`config.mk`:
```
export PLATFORM = sky130hd
export DESIGN_NAME = chaos_serializer
export DESIGN_NICKNAME = d
export VERILOG_FILES = /design/src/rtl/chaos_serializer.sv
export SDC_FILE = /design/constraint.sdc
export NUM_CORES = 1
export LEC_CHECK = 0
export BUFFER_PORTS_ARGS = -buffer_cell sky130_fd_sc_hd__buf_4
export CAP_MARGIN = 5
export CELL_PAD_IN_SITES_DETAIL_PLACEMENT = 0
export CELL_PAD_IN_SITES_GLOBAL_PLACEMENT = 1
export CORE_MARGIN = 10
export CORE_UTILIZATION = 46
export CTS_CLUSTER_DIAMETER = 120
export CTS_CLUSTER_SIZE = 20
export DETAILED_ROUTE_END_ITERATION = 12
export PLACE_DENSITY = 0.9
export SLEW_MARGIN = 20
export SYNTH_ARGS = -nofsm -noshare
export SYNTH_HDL_FRONTEND = slang
export SYNTH_SLANG_ARGS = --single-unit
```
`constraint.sdc`:
```
create_clock -name clk -period 2.1 [get_ports clk]
set_input_delay 0.21 -clock clk [delete_from_list [all_inputs] [get_ports clk]]
set_output_delay 0.21 -clock clk [all_outputs]
set_load 0.05 [all_outputs]
```
`src/rtl/chaos_serializer.sv`:
```
// rtl/chaos_serializer.sv - double-buffered chaos word serializer, LSB-first chip stream with end-of-word marker
module chaos_serializer #(
  parameter int WIDTH = 256,
  parameter int CNT_W = 16
) (
  input  logic             clk,
  input  logic             rst_n,
  input  logic             clr,
  input  logic             s_valid,
  output logic             s_ready,
  input  logic [WIDTH-1:0] s_data,
  output logic             m_valid,
  input  logic             m_ready,
  output logic             m_bit,
  output logic             m_last,
  output logic [CNT_W-1:0] words_out
);

  localparam int IDX_W = (WIDTH > 1) ? $clog2(WIDTH) : 1;
  localparam logic [IDX_W-1:0] LAST_IDX = IDX_W'(WIDTH - 1);

  logic [WIDTH-1:0] hb_data;
  logic             hb_full;
  logic [WIDTH-1:0] sr_data;
  logic             sr_full;
  logic [IDX_W-1:0] idx;

  logic accept;
  logic chip_hs;
  logic last_hs;
  logic reload;
  logic hb_full_nx;

  // s_ready is registered from the next HB state, so it is never high while HB holds a word.
  always_comb begin
    accept     = s_valid && s_ready;
    chip_hs    = sr_full && m_ready;
    last_hs    = chip_hs && (idx == LAST_IDX);
    reload     = hb_full && (!sr_full || last_hs);
    hb_full_nx = hb_full;
    if (clr) begin
      hb_full_nx = 1'b0;
    end else if (accept) begin
      hb_full_nx = 1'b1;
    end else if (reload) begin
      hb_full_nx = 1'b0;
    end
  end

  always_ff @(posedge clk or negedge rst_n) begin
    if (!rst_n) begin
      hb_data <= '0;
      hb_full <= 1'b0;
      s_ready <= 1'b0;
    end else begin
      hb_full <= hb_full_nx;
      s_ready <= !hb_full_nx;
      if (!clr && accept) begin
        hb_data <= s_data;
      end
    end
  end

  // Reload on a last-chip handshake keeps words back-to-back with no idle chip.
  always_ff @(posedge clk or negedge rst_n) begin
    if (!rst_n) begin
      sr_data   <= '0;
      sr_full   <= 1'b0;
      idx       <= '0;
      words_out <= '0;
    end else if (clr) begin
      sr_data   <= '0;
      sr_full   <= 1'b0;
      idx       <= '0;
      words_out <= '0;
    end else begin
      if (last_hs) begin
        words_out <= words_out + CNT_W'(1);
      end
      if (reload) begin
        sr_data <= hb_data;
        sr_full <= 1'b1;
        idx     <= '0;
      end else if (chip_hs) begin
        sr_data <= sr_data >> 1;
        if (last_hs) begin
          sr_full <= 1'b0;
          idx     <= '0;
        end else begin
          idx <= idx + IDX_W'(1);
        end
      end
    end
  end

  assign m_bit   = sr_data[0];
  assign m_valid = sr_full;
  assign m_last  = sr_full && (idx == LAST_IDX);

endmodule

```
== Yosys cells after proc, flatten, opt, wreduce, memory -nomap -nowiden ==
Index checks and enable logic that the tools add are counted.

* Word-level logic and storage cells: 40
* Output and inout port bits: 20
* Register bits after elaboration: 539
* Input bits: 261

* Equal/unequal tests: 1
* Add/subtract/negate cells: 2
* Reductions and logical operators: 14
* Mux-type cells: 16

{| class="wikitable"
|+ Operators by type and width
! cell !! number
|-
| 256-bit two-way mux || 3
|-
| 16-bit two-way mux || 2
|-
| 8-bit two-way mux || 4
|-
| 16-bit by 1-bit adder with 16-bit output, second input constant || 1
|-
| 8-bit by 1-bit adder with 8-bit output, second input constant || 1
|-
| 8-bit equality test, second input constant || 1
|-
| 1-bit two-way mux || 7
|-
| 1-bit logical AND || 6
|-
| 3-bit nonzero test || 2
|-
| 1-bit logical NOT || 3
|-
| 2-bit AND reduction || 1
|-
| 2-bit nonzero test || 1
|-
| 1-bit logical OR || 1
|}

== Longest topological paths before layout ==
Gate-level depths: netlist of run 1.

* Depth after elaboration: 8
* Gate-level depth with buffers: 7
* Mapped depth without buffers: 5

== Least setup slack after synthesis of run 1 ==
No wires, ideal clock.

* Path type: reg2reg
* Start point: register sr_full, in the netlist m_valid
* End point: register words_out[7]
* Period minus slack after synthesis: 1.958 ns
* Data arrival time: 1.880 ns
* Buffers on the path: 2
* Slack: 0.142 ns
* Required time: 2.022 ns
* Library setup time: 0.078 ns
* Stages on the path, launching flop included: 7
* Cell sequence: dfrtp_1 > buf_2 > and4_1 > nand4_1 > buf_2 > or3_1 > a21oi_1

* Word-level cells in the longest chain between the ends: 3

{| class="wikitable"
|+ RTL lines
! item !! RTL line !! RTL
|-
| start, declared || 25 || <nowiki>logic sr_full;</nowiki>
|-
| start signal, assigned || 68 || <nowiki>sr_full <= 1'b0;</nowiki>
|-
| start signal, assigned || 73 || <nowiki>sr_full <= 1'b0;</nowiki>
|-
| start signal, assigned || 82 || <nowiki>sr_full <= 1'b1;</nowiki>
|-
| 1-bit logical AND || 37 || <nowiki>chip_hs = sr_full && m_ready;</nowiki>
|-
| 1-bit logical AND || 38 || <nowiki>last_hs = chip_hs && (idx == LAST_IDX);</nowiki>
|-
| 2-bit nonzero test (no line) || - ||
|-
| end signal, assigned || 78 || <nowiki>words_out <= words_out + CNT_W'(1);</nowiki>
|-
| end, declared || 16 || <nowiki>output logic [CNT_W-1:0] words_out</nowiki>
|}

No other way between the ends.
A chain may end at the register's enable or synchronous reset.

== Worst setup path after layout of run 1 ==
* Start point: register idx[0]
* End point: output m_last

* Word-level cells in the longest chain between the ends: 2

{| class="wikitable"
|+ RTL lines
! item !! RTL line !! RTL
|-
| start, declared || 26 || <nowiki>logic [IDX_W-1:0] idx;</nowiki>
|-
| start signal, assigned || 90 || <nowiki>idx <= idx + IDX_W'(1);</nowiki>
|-
| 8-bit equality test || 98 || <nowiki>assign m_last = sr_full && (idx == LAST_IDX);</nowiki>
|-
| 1-bit logical AND || 98 ||
|-
| end, declared || 15 || <nowiki>output logic m_last,</nowiki>
|}

No other way between the ends.

==> summary.md, run 1 <==
| Metric | Value |
|---|---|
| Share of cells above drive strength 1 | `0.253` |
| Synth top area cells | `dfrtp_1, mux2_2, nand2_1` |
| Layout Nets | `between 2,000 and 3,000` |
| Port buffer count | `280` |
| WL final | `60,600 µm` |
| I/O pin cnt | `around 280` |
| Tot GR Track Use | `0.198` |
| RD Place Congestion | `approximately 0.76` |
| Worst setup margin | `0.0819 ns` |
| Synth warn | `0` |
| CP required | `1.89 ns` |
| Max-Cap Viols | `0` |
| Post-synth cell types | `36` |
| Hold_ws | `0.0416 ns` |
| Class of the worst hold path | `input pin to register` |
| Pin count of the biggest net entering global routing | `108` |
| F_max | `roughly 500 MHz` |
| Die Area | `approximately 60,000 µm²` |
| Number of flops mapped to enable cells by yosys | `0` |
| H-tree levels | `1` |
| Vias/cell | `~5.5` |
| WL/cell | `18.6 µm` |
| Seq cells post-synth | `539` |
| Worst rel slew slack | `0.523` |
| Seq. cell area | `13,500 µm²` |
| Fillers | `3,874` |
| Setup TNS Final | `0 ns` |
| Place WS | `0.152 ns` |
| Synth Net Count | `2,377` |
| Initial DRC count | `1,499` |
| Antenna violations before repair | `4` |
| Mapped Area | `23,300 µm²` |
| Post-DP HPWL | `approximately 37,000 µm` |
| Reg clk slew, reported paths | `0.09 ns` |
| Post-Synthesis Cells | `between 2,000 and 2,500` |
| TritonCTS Sinks | `roughly 540` |
| Number of global-route vias before repair | `18,300` |
| Post-DRT Antenna Nets | `0` |
| Async SR Flop Fraction | `1.00` |
| Congestion Overflow GR | `0` |
| Skew-Pair Late Insertion Delay | `0.60 ns` |
| Seq/Total Area, Yosys | `0.578` |
| Initial core utilization | `0.465` |
| Setup violators final | `0` |
| Fin. max-slew vios | `0` |
| First-pass GRT wire length | `98,500 µm` |
| Critical R2R Launch | `idx[0]` |
| Tmin final | `~2.0 ns` |
| Worst-Margin Slew | `0.716 ns` |
| Worst-path fanout max | `4` |
| Syn_area_per_cell | `11.0 µm²` |
| Final Core Density | `0.597` |
| Rows | `82` |
| WP data arrival | `about 1.8 ns` |
| Die X-Extent | `245 µm` |
| Leading area contributor after synthesis | `dfrtp_1` |
| Synth top area share | `0.578` |
| Final Hold Viols | `0` |
| Maximum root-to-sink buffer count | `3` |
| Root buf cell | `clkbuf_16` |
| Cell with the most instances after synthesis | `dfrtp_1` |
| TritonCTS clock tree | `built` |
| Multi-input logic area | `9130 µm²` |
| Status | `completed` |
| IR Drop Worst-Case VDD | `0.657 mV` |
| Kind of critical path | `register to primary output` |
| Crit path capture type | `primary output` |
| Crit share post-route | `0.961` |
| P_leak | `12.8 nW` |
| Setup skew after layout | `0.0216 ns` |
| # DRC | `0` |
| PD cells | `735 nW/µm²` |
| Post-synth top cells | `dfrtp_1, nand2_1, a31oi_1, mux2_2, o21a_1` |
| Core box area | `50,200 µm²` |
| Critical path launch point | `idx[0]` |
| Area grow syn2layout | `28.4%` |
| Startpoint types | `register` |
| Initial DRT Pass Iterations | `6` |
| RSZ-0062 raised after global routing | `true` |
| Vias post-DR | `approximately 18,000` |
| Min-delay src | `clr` |
| Most used DFF post-synth | `dfrtp_1` |
| Die extent in y | `245 µm` |
| Cts bufs inserted | `30` |
| PnR Total Power | `approximately 22 mW` |
## layer usage
metal,vias up,share of wire,GRT usage
met3,97,0.059,0.0366
met5,-,0,0
met2,516,0.50,0.336
met4,0,0.025,0.0500
li1,8335,-,-
met1,8898,0.41,0.258
## final timing paths
kind                            endpoint  slack [ns]  depth (start not counted)
max                               m_last        0.08                          5
min                               idx[7]        0.04                          3
max reg2reg                  sr_data[41]        0.13                          7
min reg2reg                 sr_data[201]        0.48                          1
max in group asynchronous   hb_data[225]        1.07                          3
min in group asynchronous  words_out[14]        0.15                          2
## flip-flops by register name, indices dropped and copies added, names as in the netlist
| signal | cells |
|---|---|
| sr_data | 256 |
| s_ready | 1 |
| m_valid | 1 |
| hb_data | 256 |
| words_out | 16 |
| hb_full | 1 |
| idx | 8 |
## cells by family (layout without fill, tap and decap cells)
logic type | Yosys count | in the layout | share of synthesized area
adders and majority gates | 2 | 2 | 0.00107
DFF | 539 | 539 | 0.578
xor gates and xnor gates | 10 | 10 | 0.00376
AOI/OAI and AO/OA | 540 | 540 | 0.159
and+or+nand+nor | 586 | 586 | 0.0999
muxes | 258 | 258 | 0.124
other | 0 | 4 | 0
buffers and inverters | 179 | 643 | 0.0334
## placed cells by master, fill, tap and decap left out, types with 6 or more instances in the layout
master / Yosys / layout
dlygate4sd3_1: 0 / 258
nor2_1: 10 / 10
nand2_1: 524 / 523
a31oi_1: 256 / 256
a21oi_1: 13 / 13
nand3_1: 8 / 6
o21a_1: 256 / 256
nand4_1: 10 / 10
dfrtp_1: 539 / 539
mux2_2: 256 / 256
buf_12: 0 / 36
buf_4: 1 / 311
clkbuf_16: 0 / 31
## cell type report
class                      count  share of cell area
antenna                        4            0.000334
clock buffer                  32              0.0260
inverter                       3            0.000376
multi-input combinational   1396               0.305
sequential                   539               0.450
tap                          672              0.0281
timing repair buffer         608               0.190
## power breakdown
| group | switching (mW) | internal (mW) | total [mW] | leakage [nW] |
|---|---|---|---|---|
| Clock | 3.27 | 2.61 | 5.88 | 0.383 |
| Combinational | 1.58 | 2.03 | 3.61 | 5.55 |
| Sequential | 0.804 | 11.7 | 12.5 | 6.83 |
| Total | 5.66 | 16.3 | 22.0 | 12.8 |
## metrics by stage
| step | instances | instance area (µm²) |
|---|---|---|
| after floorplan | 2114 | 23300 |
| after detailed placement | 2953 | 26500 |
| after global routing | 3254 | 29900 |
| after CTS | 3249 | 29900 |
| final | 3254 | 29900 |
| after global placement | 2953 | 26500 |
## critical path, cell delays in order (launching register included)
cell and delay (ns):
dfrtp_1 0.40, ha_4 0.17, nand4_1 0.14, nor2_1 0.16
and2_1 0.16, buf_6 0.16
## repair_timing
item,CTS,global route
hold buffers,258,0
setup endpoints to repair,1,8
pin swaps,3,3
endpoints found under the hold margin,439,0
gates resized for setup,3,6
buffers inserted,7,2
Power figures use the tool's default switching activity.
==> run 2: changes to the inputs <==
- PLACE_DENSITY: 0.9 -> unset
- PLACE_DENSITY_LB_ADDON: unset -> 0.1
- REMOVE_ABC_BUFFERS: unset -> 1
==> run 2 against run 1 <==
Effect of this change:
- critical path depth unchanged
- non-clock buffer count up 11
- sequential share of layout area about the same
- core utilization up 0.052 points
- power up 0.14%
- register-to-register slack about the same
- hold slack worse by 0.0080 ns
- sequential cell count unchanged
- global-route usage about the same
- critical path type unchanged
- worst setup slack better by 0.019 ns
- cell count up 0.22%
- die area unchanged
- largest power group unchanged
==> summary.md, run 2 (synthesized netlist as in run 1, its figures left out) <==
| Metric | Value |
|---|---|
| Status | `completed` |
| Worst setup margin | `0.101 ns (+0.0188 ns)` |
| Rows | `82 (unchanged)` |
| TritonCTS Sinks | `539 (unchanged)` |
| Max-Cap Viols | `0 (unchanged)` |
| Worst-Margin Slew | `0.946 ns (+0.231 ns)` |
| Setup skew after layout | `0.0142 ns (-0.00742 ns)` |
| Root buf cell | `clkbuf_16` |
| Reg clk slew, reported paths | `0.09 ns (about the same)` |
| Congestion Overflow GR | `0 (unchanged)` |
| Fin. max-slew vios | `0 (unchanged)` |
| Setup TNS Final | `0 ns (unchanged)` |
| Initial core utilization | `0.465 (unchanged)` |
| Vias/cell | `5.39 (-1.8%)` |
| Post-DP HPWL | `38,000 µm (+3.9%)` |
| WP data arrival | `1.79 ns (-0.02 ns)` |
| TritonCTS clock tree | `built` |
| Die Area | `60,100 µm² (unchanged)` |
| Core box area | `50,200 µm² (unchanged)` |
| Tmin final | `2.00 ns (-0.0188 ns)` |
| Vias post-DR | `17,600 (-1.6%)` |
| Startpoint types | `register` |
| Worst rel slew slack | `0.369 (-0.154)` |
| CP required | `1.89 ns (about the same)` |
| PD cells | `735 nW/µm² (about the same)` |
| Worst-path fanout max | `6 (+2)` |
| Setup violators final | `0 (unchanged)` |
| Port buffer count | `280 (unchanged)` |
| Die X-Extent | `245 µm (unchanged)` |
| Initial DRT Pass Iterations | `5 (-1)` |
| Crit share post-route | `0.952 (-0.00894)` |
| WL final | `60,600 µm (about the same)` |
| Crit path capture type | `primary output` |
| Antenna violations before repair | `0 (-4)` |
| Die extent in y | `245 µm (unchanged)` |
| Layout Cells excl Fill | `3,261 (+0.22%)` |
| RSZ-0062 raised after global routing | `false` |
| IR Drop Worst-Case VDD | `0.434 mV (-34%)` |
| Final Hold Viols | `0 (unchanged)` |
| First-pass GRT wire length | `98,400 µm (-0.11%)` |
| N_diodes | `0 (-4)` |
| Maximum root-to-sink buffer count | `3 (unchanged)` |
| Number of global-route vias before repair | `18,300 (-0.52%)` |
| Cts bufs inserted | `30 (unchanged)` |
| Area grow syn2layout | `28.5% (about the same)` |
| WL/cell | `18.6 µm (-0.21%)` |
| Post-DRT Antenna Nets | `0 (unchanged)` |
| Kind of critical path | `register to primary output` |
| Class of the worst hold path | `input pin to register` |
| P_leak | `12.8 nW (+0.35%)` |
| Skew-Pair Late Insertion Delay | `0.60 ns (about the same)` |
| F_max | `500 MHz (+0.94%)` |
| RD Place Congestion | `0.770 (+0.93%)` |
| H-tree levels | `1 (unchanged)` |
| Tot GR Track Use | `0.198 (+0.000214)` |
| Largest registers | `hb_data x256, sr_data x256, words_out x16` |
| Place WS | `0.130 ns (-0.0226 ns)` |
| Layout Nets | `2,852 (+0.39%)` |
| Pin count of the biggest net entering global routing | `169 (+56%)` |
| Initial DRC count | `1,163 (-22%)` |
| Total placed cells including tap cells | `2,968 (+0.51%)` |
| # DRC | `0 (unchanged)` |
| Most common cell after layout, fill and taps aside | `dfrtp_1` |
| Commonest non-fill, non-tap cells in the layout | `dfrtp_1, nand2_1, buf_4` |
| PnR Total Power | `22.0 mW (+0.14%)` |
| I/O pin cnt | `281 (unchanged)` |
| Share of cells above drive strength 1 | `0.255 (+0.00202)` |
[run 2: metrics by stage]
step	hold WS [ns]	instance area [µm²]	utilization
finish	0.0337	30000	0.597
global route	0.0886	30000	0.597
CTS	0.00534	30000	0.597
detailed placement	0.225	26600	0.529
global placement	0.222	26600	0.529
floorplan	-0.0856	22500	-
[run 2: per-layer routing]
| layer | global-route usage | share of wire | vias to the layer above |
|---|---|---|---|
| met4 | 0.0426 | 0.018 | 0 |
| met3 | 0.0252 | 0.039 | 56 |
| met5 | 0 | 0 | - |
| met2 | 0.342 | 0.50 | 301 |
| li1 | - | - | 8361 |
| met1 | 0.264 | 0.44 | 8849 |
[run 2: final cells by class]
cell class | count | area [µm²]
Fill cell | 4162 | 20200
Timing Repair Buffer | 619 | 5740
Sequential cell | 539 | 13500
Multi-Input combinational cell | 1396 | 9110
Clock buffer | 32 | 779
Inverter | 3 | 11.3
Tap cell | 672 | 841
[run 2: power breakdown]
| part | switching (mW) | internal [mW] |
|---|---|---|
| Sequential | 0.821 | 11.7 |
| Combinational | 1.56 | 2.04 |
| Clock | 3.30 | 2.61 |
| Total | 5.68 | 16.3 |
[run 2: what timing repair did]
action | 4_1_cts | 5_1_grt
setup endpoints to repair | 1 | 1
gates resized for setup | 5 | 2
buffers inserted | 4 | 0
hold buffers | 258 | 0
pin swaps | 1 | 0
hold endpoints to repair | 301 | 0
[run 2: path summary, 6_finish.rpt]
kind                                  start             to  slack [ns]  depth (start not counted)
min in group asynchronous             rst_n  words_out[11]        0.16                          2
worst max-delay path                 idx[0]         m_last        0.10                          5
max in group asynchronous             rst_n   sr_data[236]        1.12                          3
worst min register to register  hb_data[39]    sr_data[39]        0.49                          1
worst min-delay path                m_ready   sr_data[255]        0.03                          4
worst max register to register       idx[0]   sr_data[116]        0.14                          7
[run 2: critical path: stages (launching register included)]
cell and delay, ns:
dfrtp_1 0.41, ha_4 0.18, nand4_1 0.13, nor2_2 0.15, and2_4 0.17, buf_8 0.14
